==> src/rtl/core_pkg.sv <==
// Shared core constants: result-source and forwarding-select encodings, register address width.
package core_pkg;

    localparam int unsigned REG_AW = 5;

    localparam logic [1:0] RESULT_ALU  = 2'b00;
    localparam logic [1:0] RESULT_LOAD = 2'b01;
    localparam logic [1:0] RESULT_PC4  = 2'b10;

    localparam logic [1:0] FWD_RF  = 2'b00;
    localparam logic [1:0] FWD_WB  = 2'b01;
    localparam logic [1:0] FWD_MEM = 2'b10;

endpackage

==> src/rtl/fwd_sel.sv <==
// Operand forwarding select for one EX source register; MEM beats WB, x0 never forwarded.
module fwd_sel
    import core_pkg::*;
#(
    parameter int unsigned AW = 5
) (
    input  logic [AW-1:0] rs,
    input  logic [AW-1:0] rd_m,
    input  logic          reg_write_m,
    input  logic [AW-1:0] rd_w,
    input  logic          reg_write_w,
    output logic [1:0]    fwd
);

    always_comb begin
        fwd = FWD_RF;
        if (reg_write_m && (rd_m != '0) && (rd_m == rs)) begin
            fwd = FWD_MEM;
        end else if (reg_write_w && (rd_w != '0) && (rd_w == rs)) begin
            fwd = FWD_WB;
        end
    end

endmodule

==> src/rtl/hazard_unit.sv <==
// Pipeline hazard controller: MEM/WB destination shadows, forwarding, load-use stall, flushes.
// Optional saturating stall/flush counters are built when HAZARD_PERF_EN is defined.
module hazard_unit
    import core_pkg::*;
#(
    parameter int unsigned REG_AW = core_pkg::REG_AW,
    parameter int unsigned PERF_W = 32
) (
    input  logic              clk,
    input  logic              reset,
    input  logic [REG_AW-1:0] Rs1D,
    input  logic [REG_AW-1:0] Rs2D,
    input  logic [REG_AW-1:0] Rs1E,
    input  logic [REG_AW-1:0] Rs2E,
    input  logic [REG_AW-1:0] RdE,
    input  logic              RegWriteE,
    input  logic [1:0]        ResultSrcE,
    input  logic              PCSrcE,
    output logic              StallF,
    output logic              StallD,
    output logic              FlushD,
    output logic              FlushE,
    output logic [1:0]        ForwardAE,
    output logic [1:0]        ForwardBE,
    output logic [REG_AW-1:0] RdM,
    output logic [REG_AW-1:0] RdW
`ifdef HAZARD_PERF_EN
    ,
    output logic [PERF_W-1:0] stall_cnt,
    output logic [PERF_W-1:0] flush_cnt
`endif
);

    logic [REG_AW-1:0] rd_m_q, rd_w_q;
    logic              reg_write_m_q, reg_write_w_q;
    logic [1:0]        fwd_a, fwd_b;
    logic              lw_stall, lw_stall_eff;

    // Shadows advance every edge; bubbles reach E through FlushE, so no freeze is needed.
    always_ff @(posedge clk) begin
        if (reset) begin
            rd_m_q        <= '0;
            rd_w_q        <= '0;
            reg_write_m_q <= 1'b0;
            reg_write_w_q <= 1'b0;
        end else begin
            rd_m_q        <= RdE;
            reg_write_m_q <= RegWriteE;
            rd_w_q        <= rd_m_q;
            reg_write_w_q <= reg_write_m_q;
        end
    end

    assign RdM = rd_m_q;
    assign RdW = rd_w_q;

    fwd_sel #(
        .AW (REG_AW)
    ) u_fwd_a (
        .rs          (Rs1E),
        .rd_m        (rd_m_q),
        .reg_write_m (reg_write_m_q),
        .rd_w        (rd_w_q),
        .reg_write_w (reg_write_w_q),
        .fwd         (fwd_a)
    );

    fwd_sel #(
        .AW (REG_AW)
    ) u_fwd_b (
        .rs          (Rs2E),
        .rd_m        (rd_m_q),
        .reg_write_m (reg_write_m_q),
        .rd_w        (rd_w_q),
        .reg_write_w (reg_write_w_q),
        .fwd         (fwd_b)
    );

    always_comb begin
        lw_stall = (ResultSrcE == RESULT_LOAD) && (RdE != '0) &&
                   ((RdE == Rs1D) || (RdE == Rs2D));
        // A taken branch squashes the dependent instruction, so the stall is dropped.
        lw_stall_eff = lw_stall && !PCSrcE;
    end

    always_comb begin
        StallF    = 1'b0;
        StallD    = 1'b0;
        FlushD    = 1'b1;
        FlushE    = 1'b1;
        ForwardAE = FWD_RF;
        ForwardBE = FWD_RF;
        if (!reset) begin
            StallF    = lw_stall_eff;
            StallD    = lw_stall_eff;
            FlushD    = PCSrcE;
            FlushE    = lw_stall_eff || PCSrcE;
            ForwardAE = fwd_a;
            ForwardBE = fwd_b;
        end
    end

`ifdef HAZARD_PERF_EN
    logic [PERF_W-1:0] stall_cnt_q, flush_cnt_q;

    always_ff @(posedge clk) begin
        if (reset) begin
            stall_cnt_q <= '0;
            flush_cnt_q <= '0;
        end else begin
            if (lw_stall_eff && (stall_cnt_q != '1)) begin
                stall_cnt_q <= stall_cnt_q + PERF_W'(1);
            end
            if (PCSrcE && (flush_cnt_q != '1)) begin
                flush_cnt_q <= flush_cnt_q + PERF_W'(1);
            end
        end
    end

    assign stall_cnt = stall_cnt_q;
    assign flush_cnt = flush_cnt_q;
`else
    logic unused_perf_w;
    assign unused_perf_w = (PERF_W != 0);
`endif

endmodule

==> config.mk <==
export PLATFORM = sky130hd
export DESIGN_NAME = hazard_unit
export DESIGN_NICKNAME = d
export VERILOG_FILES = /design/src/rtl/core_pkg.sv /design/src/rtl/fwd_sel.sv /design/src/rtl/hazard_unit.sv
export SDC_FILE = /design/constraint.sdc
export NUM_CORES = 1
export LEC_CHECK = 0
export ABC_AREA = 1
export CORE_MARGIN = 3
export CORE_UTILIZATION = 42
export DETAILED_ROUTE_END_ITERATION = 16
export PLACE_DENSITY = 0.85
export SETUP_SLACK_MARGIN = 0.2
export SYNTH_ARGS = -nofsm -noshare
export SYNTH_HDL_FRONTEND = slang
export SYNTH_SLANG_ARGS = --single-unit
==> constraint.sdc <==
create_clock -name clk -period 4.3 [get_ports clk]
set_input_delay 1.29 -clock clk [delete_from_list [all_inputs] [get_ports clk]]
set_output_delay 1.29 -clock clk [all_outputs]
set_load 0.005 [all_outputs]
==> flow_metrics.env <==
export IMPL_outcome="finished clean"
export IMPL_slowest_stage="clkdlybuf4s50_1"
export IMPL_clk_pin_slew_ps=60
export IMPL_final_net_count=249
export IMPL_clk_latency_ps=260
export IMPL_fin_cells=243
export IMPL_antenna_cells=0
export IMPL_clock_sinks=12
export IMPL_rows=16
export IMPL_io_buffers=48
export IMPL_fin_ws_ps=234
export IMPL_path_common_cell="clkdlybuf4s50_1"
export IMPL_switching_share_pct=27.8
export IMPL_placedCellCount=240
export IMPL_wl_per_cell_um=9.47
export IMPL_root_buffer="clkbuf_4"
export IMPL_seqCellArea_um2=240
export IMPL_grt_pass1_vias=973
export IMPL_numCtsBuffers=3
export IMPL_fin_tns_setup_ps=0
export IMPL_hold_class="reg2reg"
export IMPL_max_slew_margin_rel_pct=84.0
export IMPL_synth_compound_area_share_pct=2.70
export IMPL_dp_hpwl_mm=2.00
export IMPL_peakVddDrop_uv=156
export IMPL_die_h_um=53.0
export IMPL_die_w_um=53.0
export IMPL_syn_num_nets=198
export IMPL_clkPwrFrac_pct=23.0
export IMPL_vias=1081
export IMPL_grt_max_degree=15
export IMPL_max_freq_ghz=0.246
export IMPL_track_usage_pct=18.3
export IMPL_synth_top_family_by_area="simple AND/OR/NAND/NOR gates"
export IMPL_synth_adder_area_share_pct=0
export IMPL_combinationalPowerShare_pct=32.7
export IMPL_antenna_found_initial=0
export IMPL_core_um2=2020
export IMPL_grt_pass1_wl_mm=3.88
export IMPL_fin_worst_skew_ps=0.0576
export IMPL_maxCapViolCount=0
export IMPL_drt_iter0_drc=14
export IMPL_start_kind="primary input"
export IMPL_initial_core_util_pct=45.8
export IMPL_ant_nets=0
export IMPL_syn_cell_area_um2=926
export IMPL_viasPerCell=4.45
export IMPL_synth_seq_cells=12
export IMPL_final_common_cell="nand2_1"
export IMPL_gp_congestion=0.886
export IMPL_worstPathArrival_ps=2780
export IMPL_fp_dieArea_um2=2800
export IMPL_critPathMaxFanout=3
export IMPL_power_frac_seq_pct=44.3
export IMPL_syn_inst=167
export IMPL_cp_top_family="buffers and inverters"
export IMPL_synth_area_mux_share_pct=0
export IMPL_setup_viol=0
export IMPL_hold_violations=0
export IMPL_holdBufCountCts=0
export IMPL_power_leakage_uw=0.000786
export IMPL_synth_xor_area_share_pct=9.46
export IMPL_end_kind="output pin"
export IMPL_dr_pass1_iters=4
export IMPL_synth_simple_area_share_pct=44.3
export IMPL_synth_seq_area_share_pct=25.9
export IMPL_drc=0
export IMPL_drt_total_wl_mm=2.30
export IMPL_rsz0062_at_grt="true"
export IMPL_avgSynthCellArea_um2=5.54
export IMPL_cts_buffer_depth=2
export IMPL_cp_num_buf_inv=2
export IMPL_cts_setup_buffers=0
export IMPL_ys_types=16
export IMPL_grt_ovfl_total=0
export IMPL_cts_tree="built"
export IMPL_final_cell_mix="nand2_1, inv_1, clkdlybuf4s50_1"
export IMPL_power_density_nw_per_um2=190
export IMPL_htree_levels=1
export IMPL_worstMarginPinSlew_ps=237
export IMPL_pin_count=49
export IMPL_yosys_warnings=0
export IMPL_internal_power_uw=199
export IMPL_timing_final_max_slew_violations=0
export IMPL_pre_cts_slack_ps=72.1
export IMPL_critical_path_class="in2out"
export IMPL_period_share_pct=94.6
export IMPL_switchingPower_uw=76.5
export IMPL_multi_input_area_um2=536
export IMPL_cpPeakStageDelay_ps=520
export IMPL_crit_required_ps=3010
export IMPL_fin_crit_ps=4070
export IMPL_areaGrowthSynthToFinish_pct=56.5
export IMPL_drive_gt1_share_pct=6.94
export IMPL_crit_chain="clkdlybuf4s50_1 > xnor2_1 > nand2_1 > nor3_1 > nor2_1 > clkdlybuf4s50_1"
export IMPL_fill_cells=187
==> what timing repair did <==
action                                  CTS  global route
gates resized for setup                  16             4
pin swaps                                 3             3
endpoints found under the setup margin    7             3
==> worst reg2reg max path: cells and delay by family (launching register included) <==
kind | cells | cell delay (ps)
buffers and inverters | 1 | 80
DFF | 1 | 450
and+or+nand+nor | 1 | 80
==> final timing paths <==
kind	start	end	slack (ps)	cells past startpoint
worst min register to register	reg_write_m_q	reg_write_w_q	440	2
worst max register to register	RdM[2]	RdW[2]	3630	2
worst min-delay path	reg_write_m_q	reg_write_w_q	440	2
worst max-delay path	Rs1E[1]	ForwardAE[0]	230	6
==> synth_stat cells, drive strengths merged <==
library cell	n	share of area [%]
dfxtp	12	26
inv	37	15
xnor2	10	9.5
nand2	51	21
or2	2	1.4
nor3	5	2.7
nor2	29	12
o21ai	5	2.7
nand4	2	1.4
buf	3	2.6
nand3	11	5.9
==> layout make-up <==
class / instances / share of cell area [%]
clock buffer: 3 / 1.55
timing repair buffer: 49 / 33.0
multi-input combinational: 115 / 37.0
sequential: 12 / 16.6
tap: 27 / 2.33
inverter: 37 / 9.59
==> flip-flops by register name, summed over array words and instances (netlist names) <==
| name | cells |
|---|---|
| RdW | 5 |
| reg_write_w_q | 1 |
| reg_write_m_q | 1 |
| RdM | 5 |
==> power groups by stage <==
stage,logic [uW],clock network (uW),registers (uW)
after global placement,90.9,0,124
after global routing,101,72.4,123
after CTS,90.8,67.1,122
after floorplan,42.0,0,124
after detailed placement,93.0,0,124
final,90.0,63.4,122
==> metrics by stage <==
stage | hold slack (ps) | total power, uW | instance area [um2] | util (%)
after global routing | 462 | 296 | 1450 | 71.7
after global placement | 422 | 215 | 1420 | 70.4
after CTS | 442 | 280 | 1440 | 71.0
after floorplan | 417 | 166 | 926 | -
after detailed placement | 430 | 217 | 1420 | 70.4
final | 442 | 275 | 1450 | 71.7
==> layer usage <==
| layer | track usage, % | part of all wire (%) | up-vias |
|---|---|---|---|
| met5 | 0 | 0 | - |
| met3 | 1.41 | 6.1 | 2 |
| li1 | - | - | 591 |
| met2 | 35.3 | 52 | 39 |
| met4 | 7.23 | 0.74 | 0 |
| met1 | 20.1 | 41 | 449 |
==> logic make-up after synthesis <==
kind of cell,count (synthesis)
flops,12
buf+inv,40
xor+xnor,10
compound gates,5
simple gates,100
Power figures use the tool's default switching activity.
